===== config.mk =====
export PLATFORM = sky130hd
export DESIGN_NAME = fetch_ctrl_flat
export DESIGN_NICKNAME = d
export VERILOG_FILES = /design/src/rtl/fetch_ctrl_if.sv /design/src/rtl/fetch_ctrl.sv /design/src/flat_wrapper.sv
export SDC_FILE = /design/constraint.sdc
export NUM_CORES = 1
export LEC_CHECK = 0
export CAP_MARGIN = 10
export CORE_ASPECT_RATIO = 1.25
export CORE_MARGIN = 2
export CORE_UTILIZATION = 36
export CTS_CLUSTER_DIAMETER = 50
export DETAILED_ROUTE_END_ITERATION = 8
export HOLD_SLACK_MARGIN = 0.03
export PLACE_DENSITY_LB_ADDON = 0.25
export SYNTH_ARGS = -nofsm -noshare
export SYNTH_HDL_FRONTEND = slang
export SYNTH_SLANG_ARGS = --single-unit

===== constraint.sdc =====
create_clock -name clk -period 4.8 [get_ports clk]
set_input_delay 0.96 -clock clk [delete_from_list [all_inputs] [get_ports clk]]
set_output_delay 0.96 -clock clk [all_outputs]
set_load 0.02 [all_outputs]

===== src/rtl/fetch_ctrl_if.sv =====
// Handshake bundle between ID/IF and the fetch sequencer.
// The slave side is fetch_ctrl; the master side is the surrounding pipeline.
interface fetch_ctrl_if;
  logic        stall_req;
  logic        cbr_taken;
  logic [31:0] cbr_target;
  logic [31:0] instr_in;
  logic [31:0] pc_next_if;
  logic        resume;
  logic        wr_pc;
  logic [31:0] wr_pc_val;
  logic        if_en;
  logic        flush;
  logic        halted;
  logic [1:0]  state;
  logic [15:0] redirect_cnt;

  modport master (
    output stall_req, cbr_taken, cbr_target, instr_in, pc_next_if, resume,
    input  wr_pc, wr_pc_val, if_en, flush, halted, state, redirect_cnt
  );

  modport slave (
    input  stall_req, cbr_taken, cbr_target, instr_in, pc_next_if, resume,
    output wr_pc, wr_pc_val, if_en, flush, halted, state, redirect_cnt
  );
endinterface


===== src/rtl/fetch_ctrl.sv =====
// Instruction Fetch sequencer: boot window, ID stalls, taken-branch redirects
// and HALT/resume. Owns the PC write port and the IF enable/flush controls.
module fetch_ctrl #(
  parameter int unsigned BOOT_CYCLES  = 2,
  parameter logic [31:0] RESET_VECTOR = 32'h0000_0000,
  parameter logic [6:0]  HALT_OPCODE  = 7'b1111111
) (
  input logic         clk,
  input logic         reset,
  fetch_ctrl_if.slave bus
);

  typedef enum logic [1:0] {
    BOOT  = 2'd0,
    RUN   = 2'd1,
    FLUSH = 2'd2,
    HALT  = 2'd3
  } state_e;

  localparam logic [7:0]  BOOT_INIT = 8'(BOOT_CYCLES - 1);
  localparam logic [31:0] RESET_PC  = {RESET_VECTOR[31:2], 2'b00};

  state_e      state_q, state_d;
  logic [7:0]  boot_cnt_q, boot_cnt_d;
  logic [15:0] redirect_cnt_q;
  logic        redirect_accept;

  logic        wr_pc;
  logic [31:0] wr_pc_val;
  logic        if_en;
  logic        flush;
  logic        halted;

  logic        is_halt_word;
  logic [31:0] branch_pc;
  logic [31:0] seq_pc;

  assign is_halt_word = (bus.instr_in[31:25] == HALT_OPCODE);
  assign branch_pc    = {bus.cbr_target[31:2], 2'b00};
  assign seq_pc       = {bus.pc_next_if[31:2], 2'b00};

  // Low address bits and the instruction operand fields are deliberately unused.
  logic unused_bits;
  assign unused_bits = ^{bus.cbr_target[1:0], bus.pc_next_if[1:0], bus.instr_in[24:0]};

  always_comb begin
    // NOTE: every output and next-state value gets a default first so no path
    // through the case below leaves a signal unassigned (which would infer a latch).
    state_d         = state_q;
    boot_cnt_d      = boot_cnt_q;
    redirect_accept = 1'b0;
    wr_pc           = 1'b0;
    wr_pc_val       = seq_pc;
    if_en           = 1'b0;
    flush           = 1'b0;
    halted          = 1'b0;

    unique case (state_q)
      BOOT: begin
        wr_pc     = 1'b1;
        wr_pc_val = RESET_PC;
        flush     = 1'b1;
        if (boot_cnt_q == 8'd0) begin
          state_d = RUN;
        end else begin
          boot_cnt_d = boot_cnt_q - 8'd1;
        end
      end

      RUN, FLUSH: begin
        // A redirect outranks HALT and stall: whatever else is in flight is wrong-path.
        if (bus.cbr_taken) begin
          wr_pc           = 1'b1;
          wr_pc_val       = branch_pc;
          flush           = 1'b1;
          redirect_accept = 1'b1;
          state_d         = FLUSH;
        end else if (is_halt_word) begin
          flush   = 1'b1;
          state_d = HALT;
        end else if (bus.stall_req) begin
          // Hold the current state so a pending FLUSH bubble survives the stall.
          state_d = state_q;
        end else begin
          wr_pc     = 1'b1;
          wr_pc_val = seq_pc;
          if_en     = 1'b1;
          flush     = (state_q == FLUSH);
          state_d   = RUN;
        end
      end

      HALT: begin
        halted = 1'b1;
        if (bus.resume) begin
          state_d = RUN;
        end
      end

      default: state_d = BOOT;
    endcase
  end

  // NOTE: sequential state uses non-blocking assignments so every register
  // samples the pre-edge values, independent of statement order.
  always_ff @(posedge clk or posedge reset) begin
    if (reset) begin
      state_q        <= BOOT;
      boot_cnt_q     <= BOOT_INIT;
      redirect_cnt_q <= 16'h0000;
    end else begin
      state_q    <= state_d;
      boot_cnt_q <= boot_cnt_d;
      if (redirect_accept && (redirect_cnt_q != 16'hFFFF)) begin
        redirect_cnt_q <= redirect_cnt_q + 16'd1;
      end
    end
  end

  assign bus.wr_pc        = wr_pc;
  assign bus.wr_pc_val    = wr_pc_val;
  assign bus.if_en        = if_en;
  assign bus.flush        = flush;
  assign bus.halted       = halted;
  assign bus.state        = state_q;
  assign bus.redirect_cnt = redirect_cnt_q;

endmodule

===== src/flat_wrapper.sv =====
// flat-port wrapper written by rule: the top's interface ports become plain ports
module fetch_ctrl_flat 
#(
  parameter int unsigned BOOT_CYCLES  = 2,
  parameter logic [31:0] RESET_VECTOR = 32'h0000_0000,
  parameter logic [6:0]  HALT_OPCODE  = 7'b1111111
)
  (clk, reset, bus_stall_req, bus_cbr_taken, bus_cbr_target, bus_instr_in, bus_pc_next_if, bus_resume, bus_wr_pc, bus_wr_pc_val, bus_if_en, bus_flush, bus_halted, bus_state, bus_redirect_cnt);
  fetch_ctrl_if bus_i ();
  input logic clk;
  input logic reset;
  input wire logic [$bits(bus_i.stall_req)-1:0] bus_stall_req;
  input wire logic [$bits(bus_i.cbr_taken)-1:0] bus_cbr_taken;
  input wire logic [$bits(bus_i.cbr_target)-1:0] bus_cbr_target;
  input wire logic [$bits(bus_i.instr_in)-1:0] bus_instr_in;
  input wire logic [$bits(bus_i.pc_next_if)-1:0] bus_pc_next_if;
  input wire logic [$bits(bus_i.resume)-1:0] bus_resume;
  output wire logic [$bits(bus_i.wr_pc)-1:0] bus_wr_pc;
  output wire logic [$bits(bus_i.wr_pc_val)-1:0] bus_wr_pc_val;
  output wire logic [$bits(bus_i.if_en)-1:0] bus_if_en;
  output wire logic [$bits(bus_i.flush)-1:0] bus_flush;
  output wire logic [$bits(bus_i.halted)-1:0] bus_halted;
  output wire logic [$bits(bus_i.state)-1:0] bus_state;
  output wire logic [$bits(bus_i.redirect_cnt)-1:0] bus_redirect_cnt;
  assign bus_i.stall_req = bus_stall_req;
  assign bus_i.cbr_taken = bus_cbr_taken;
  assign bus_i.cbr_target = bus_cbr_target;
  assign bus_i.instr_in = bus_instr_in;
  assign bus_i.pc_next_if = bus_pc_next_if;
  assign bus_i.resume = bus_resume;
  assign bus_wr_pc = bus_i.wr_pc;
  assign bus_wr_pc_val = bus_i.wr_pc_val;
  assign bus_if_en = bus_i.if_en;
  assign bus_flush = bus_i.flush;
  assign bus_halted = bus_i.halted;
  assign bus_state = bus_i.state;
  assign bus_redirect_cnt = bus_i.redirect_cnt;
  fetch_ctrl #(.BOOT_CYCLES(BOOT_CYCLES), .RESET_VECTOR(RESET_VECTOR), .HALT_OPCODE(HALT_OPCODE)) u_core (.clk(clk), .reset(reset), .bus(bus_i));
endmodule

After elaboration in Yosys (flattened, before gate mapping). Cells that the tools add are included.

Reductions and logical operators: 6. Mux-type cells: 21. Eq/ne operators: 8. Bitwise logic cells: 1. $add $sub $neg: 2.

Operators by type and width (number): 32-bit one-hot mux with 2 select lines (1); 32-bit 2-to-1 mux (1); 16-bit by 1-bit adder with 16-bit output (second input constant) (1); 16-bit != test (second input constant) (1); 1-bit 2-to-1 mux (11); 2-bit 2-to-1 mux (5); 8-bit logical NOT (1); 8-bit by 1-bit subtractor with 8-bit output (second input constant) (1); 7-bit == test (second input constant) (1); 2-bit one-hot mux with 3 select lines (1); 2-bit == test (second input constant) (2); 4-bit by 3-bit != test with 1-bit output (second input constant) (1); 1-bit one-hot mux with 2 select lines (2); 3-bit AND reduction (1); 2-bit by 1-bit == test with 1-bit output (second input constant) (1); 2-bit logical NOT (1); 2-bit by 1-bit != test with 1-bit output (second input constant) (1); 2-bit != test (second input constant) (1); 2-bit AND reduction (1); 2-bit OR reduction (1); 1-bit logical AND (1); 1-bit NOT (1).

Bits of input ports: 101. Word-level logic and storage cells: 41. Register bits: 26. Output and inout port bits: 54.

Depth between registers and ports, before layout.
Depth after elaboration: 5. Mapped depth: 7. Gate-level depth less buffers: 6.

Worst setup path before layout. OpenSTA, ideal clock, no wires.

Path type: input -> output. Start: in bus_cbr_taken. End: out bus_wr_pc_val[19]. Setup slack: 1.764 ns. Arrival: 2.076 ns. Stages: 6. Buffers on the path: 2. Data required time: 3.840 ns. Cells stage by stage: inv_1 > nor2_1 > clkbuf_1 > buf_1 > a22o_1 > a22o_1.

Longest elaborated chain between the ends: 2.

Ends and longest elaborated chain: start, declared (line flat_wrapper.sv:13) `input wire logic [$bits(bus_i.cbr_taken)-1:0] bus_cbr_taken;`; 32-bit 2-to-1 mux (line fetch_ctrl.sv:72) `if (bus.cbr_taken) begin`; 32-bit one-hot mux with 2 select lines (line fetch_ctrl.sv:58) `unique case (state_q)`; end, declared (line flat_wrapper.sv:19) `output wire logic [$bits(bus_i.wr_pc_val)-1:0] bus_wr_pc_val;`.

No other way between the ends.

Worst setup path after layout.
Start: in bus_cbr_taken. End: out bus_wr_pc_val[21].

Same word-level chain as after synthesis.

==> summary.md <==
| Metric | Value |
|---|---|
| Half-perimeter wire length after placement | approximately 4700 µm |
| VDD IR-drop max | roughly 0.28 mV |
| GP Congestion | 0.764 |
| Fillcell total | roughly 470 |
| Class of the most critical setup path | in2out |
| Die ar. | between 6000 and 7000 µm² |
| R2r setup slk | 2380 ps |
| Fin Setup TNS | 0 ps |
| RSZ-0062 raised after global routing | false |
| PD cells | about 490 nW/µm² |
| Worst Slack Setup Final | 811 ps |
| First-pass GRT wire length | between 9000 and 10000 µm |
| Placed cells | around 380 |
| Slew @ Worst Pin | ~960 ps |
| Synth top cells by count | a22o_1 (50), dfrtp_1 (25), clkbuf_1 (15), inv_1 (12), xnor2_1 (11) |
| Slew Limit Fails | 0 |
| Die Height | between 80 and 90 µm |
| Worst path required time | 3840 ps |
| Crit path max-delay cell type | clkdlybuf4s50_1 |
| Final hold viol count | 0 |
| CTS Sinks | 26 |
| Ys Warns | 0 |
| Post-synth cell types | just over 40 |
| Routed length per instance | 16.4 µm |
| Part of the cycle the worst path needs | between 80 and 90% |
| Initial DRT Pass Iterations | 4 |
| Syn avg cell area | about 9.5 µm² |
| 1st-iter DRT viols | between 150 and 200 |
| Vias per cell | 5.54 |
| Min Clock Period, post-route | around 4000 ps |
| Top FF cell, synth | dfrtp_1 |
| Nets | 430 |
| Post-route ant nets | 0 |
| I/O pin total | 155 |
| Reg power frac | 18.3% |
| Hold_buf cts | 0 |
| Clock power frac | under 10% |
| Post-synth top area share | 31.8% |
| DRC | 0 |
| Post-place setup slack | about 830 ps |
| CP startpoint kind | input port |
| Core area | ~5400 µm² |
| Post-CTS Setup Inserts | 0 |
| Worst Setup EP | bus_wr_pc_val[21] |
| Worst Setup SP | bus_cbr_taken |
| Clock tree root buffer cell | clkbuf_8 |
| Post-synth top area cell | dfrtp_1 |
| Lkg Pwr | 1.43 nW |
| Worst path max stage delay | just over 600 ps |
| Cell-internal power | between 0.0008 and 0.0009 W |
| Max Clock Freq | approximately 250 MHz |
| EDFF count, synth | 0 |
| Nature of the critical path endpoint | output port |
| Worst Path Max Fanout | 29 |
| FF-to-FF End | u_core.bus.redirect_cnt[14]$_DFFE_PP0P_ |
| Vias | 2138 |
| Clk_lat worst skew | between 200 and 300 ps |
| Max cap viols | 0 |
| Most instantiated library cell after synthesis | a22o_1 |
| GRT overflow | 0 |
| Share of post-route cells with drive strength above 1 | 5.59% |
| Total CTS buffers | 3 |
| Largest net degree at the start of global routing | 36 |
| Starting density of the core | 36.7% |
| Combinational Power Share | 73.1% |
| Hold/Removal Path Class | reg2reg |
| CTS resizes | 0 |
| Layout area overhead | 67.4% |
| Seq cells post-synth | 26 |
| Final-report setup violation count | 0 |
| CP Cell Sequence | clkdlybuf4s50_1, inv_1, buf_4, nor2_1, a32o_1, clkdlybuf4s50_1 |
| Initial antenna violation count | 0 |
| Port bufs | about 120 |
| Site Rows | 30 |
| Share of synthesized flip-flops with an asynchronous set or reset | 100% |
| Reg2reg start | u_core.bus.state[1]$_DFFE_PP0P_ |
| GRT Resource Usage Total | between 10% and 20% |
| Reg clk slew, reported paths | ~80 ps |
| Diodes inserted | 0 |
| Synthesized instance count | ~210 |
| Hold Crit Depth | 1 |
| Sw Ratio | between 40% and 50% |
| Skew final | about 3 ps |
| Max-slew headroom | between 30% and 40% |
| Status | complete, no violations |
| Syn Std Cell Area | between 1500 and 2000 µm² |
| Die Span X | between 70 and 80 µm |
| Non-Filler Instances | 386 |
| Vias in the first global route | between 1500 and 2000 |
| CTS tree | yes |
| H-tree Lvls | 1 |
| Max Buffers Root-to-Sink | 2 |
| Worst Reg-to-Reg Cells | 7 |
| Final WL | about 6300 µm |
| Top post-synthesis cells by area | dfrtp_1 (32%), a22o_1 (22%), xnor2_1 (4.9%) |
| Most used cell, CP | clkdlybuf4s50_1 |
| Switch Pwr | 0.000724 W |
| Sequential element share of the synthesized area | roughly a third |
| CP Data Arrival Time | about 3000 ps |
[critical path: cells and delay by family]
kind	cells	cell delay [ps]
buf+inv	4	1450
compound gates	1	230
simple gates	1	380
[through the flow]
| step | power [W] | hold slack [ps] | utilization (%) | area [µm²] |
|---|---|---|---|---|
| finish | 0.00162 | 473 | 61.4 | 3300 |
| global route | 0.00172 | 513 | 61.4 | 3300 |
| CTS | 0.00163 | 480 | 61.4 | 3300 |
| detailed placement | 0.00149 | 466 | 60.4 | 3240 |
| global placement | 0.00148 | 456 | 60.4 | 3240 |
| floorplan | 0.000954 | 443 | - | 1970 |
[power by group through the flow]
stage | logic, W | clock network, W | registers [W]
3_5_place_dp | 0.00119 | 0 | 0.000300
6_report | 0.00118 | 0.000139 | 0.000297
2_1_floorplan | 0.000622 | 0 | 0.000333
3_3_place_gp | 0.00118 | 0 | 0.000298
5_1_grt | 0.00127 | 0.000150 | 0.000303
4_1_cts | 0.00119 | 0.000141 | 0.000296
[worst min path at each step]
stage	from	end	slack, ps
after CTS	u_core.boot_cnt_q[5]$_DFFE_PP0P_	u_core.boot_cnt_q[5]$_DFFE_PP0P_	480
after floorplan	u_core.boot_cnt_q[5]$_DFFE_PP0P_	u_core.boot_cnt_q[5]$_DFFE_PP0P_	440
after detailed placement	u_core.boot_cnt_q[5]$_DFFE_PP0P_	u_core.boot_cnt_q[5]$_DFFE_PP0P_	470
after global routing	u_core.boot_cnt_q[5]$_DFFE_PP0P_	u_core.boot_cnt_q[5]$_DFFE_PP0P_	510
final	u_core.boot_cnt_q[5]$_DFFE_PP0P_	u_core.boot_cnt_q[5]$_DFFE_PP0P_	470
after global placement	u_core.boot_cnt_q[5]$_DFFE_PP0P_	u_core.boot_cnt_q[5]$_DFFE_PP0P_	460
[layer usage]
metal	wire length, µm	global-route usage [%]	up-vias
met5	0	0	-
met4	47	3.67	0
met3	466	3.02	6
met2	3080	35.8	92
met1	2750	25.8	1012
li1	-	-	1028
[cell type report]
type,count,area [µm²],area share [%]
repair buffers,127,1260,38.3
inverters,12,45.0,1.37
multi-input cells,153,1200,36.5
clock buffers,4,55.1,1.67
flip-flops and latches,26,652,19.8
well taps,64,80.1,2.43
[logic make-up after synthesis]
logic type / count (synthesis) / share of synthesized area (%)
AO/OA/AOI/OAI: 75 / 32.6
AND/OR/NAND/NOR: 50 / 14.9
buffers and inverters: 30 / 6.10
flip-flops: 26 / 33.1
XOR/XNOR: 16 / 7.12
adder cells (fa/ha/maj): 6 / 3.81
multiplexers: 4 / 2.16
other: 1 / 0.190
[sequential cells by signal, indices dropped and copies added (netlist names)]
signal	flops
u_core.bus.state	2
u_core.boot_cnt_q	8
u_core.bus.redirect_cnt	16
[cells in the final DEF, fill, tap and decap left out, types with 2 or more instances in the layout]
cell,synthesis,routed
a21oi_1,6,6
xnor2_1,11,11
xor2_1,5,5
and3_1,4,4
a32o_1,5,5
nand4_1,6,6
a22o_1,50,50
nand2b_1,2,2
nand3_1,8,8
nand2_1,8,8
and4_1,4,4
clkdlybuf4s50_1,0,123
o21ai_0,4,4
mux2_2,2,2
nor2_1,5,4
a31oi_1,2,2
inv_1,12,12
nor3_1,3,3
mux2i_1,2,2
buf_4,2,4
dfrtp_1,25,25
nor4_1,2,2
o31ai_1,2,2
clkbuf_8,0,4
conb_1,1,2
ha_1,6,6
Power figures use the tool's default switching activity.
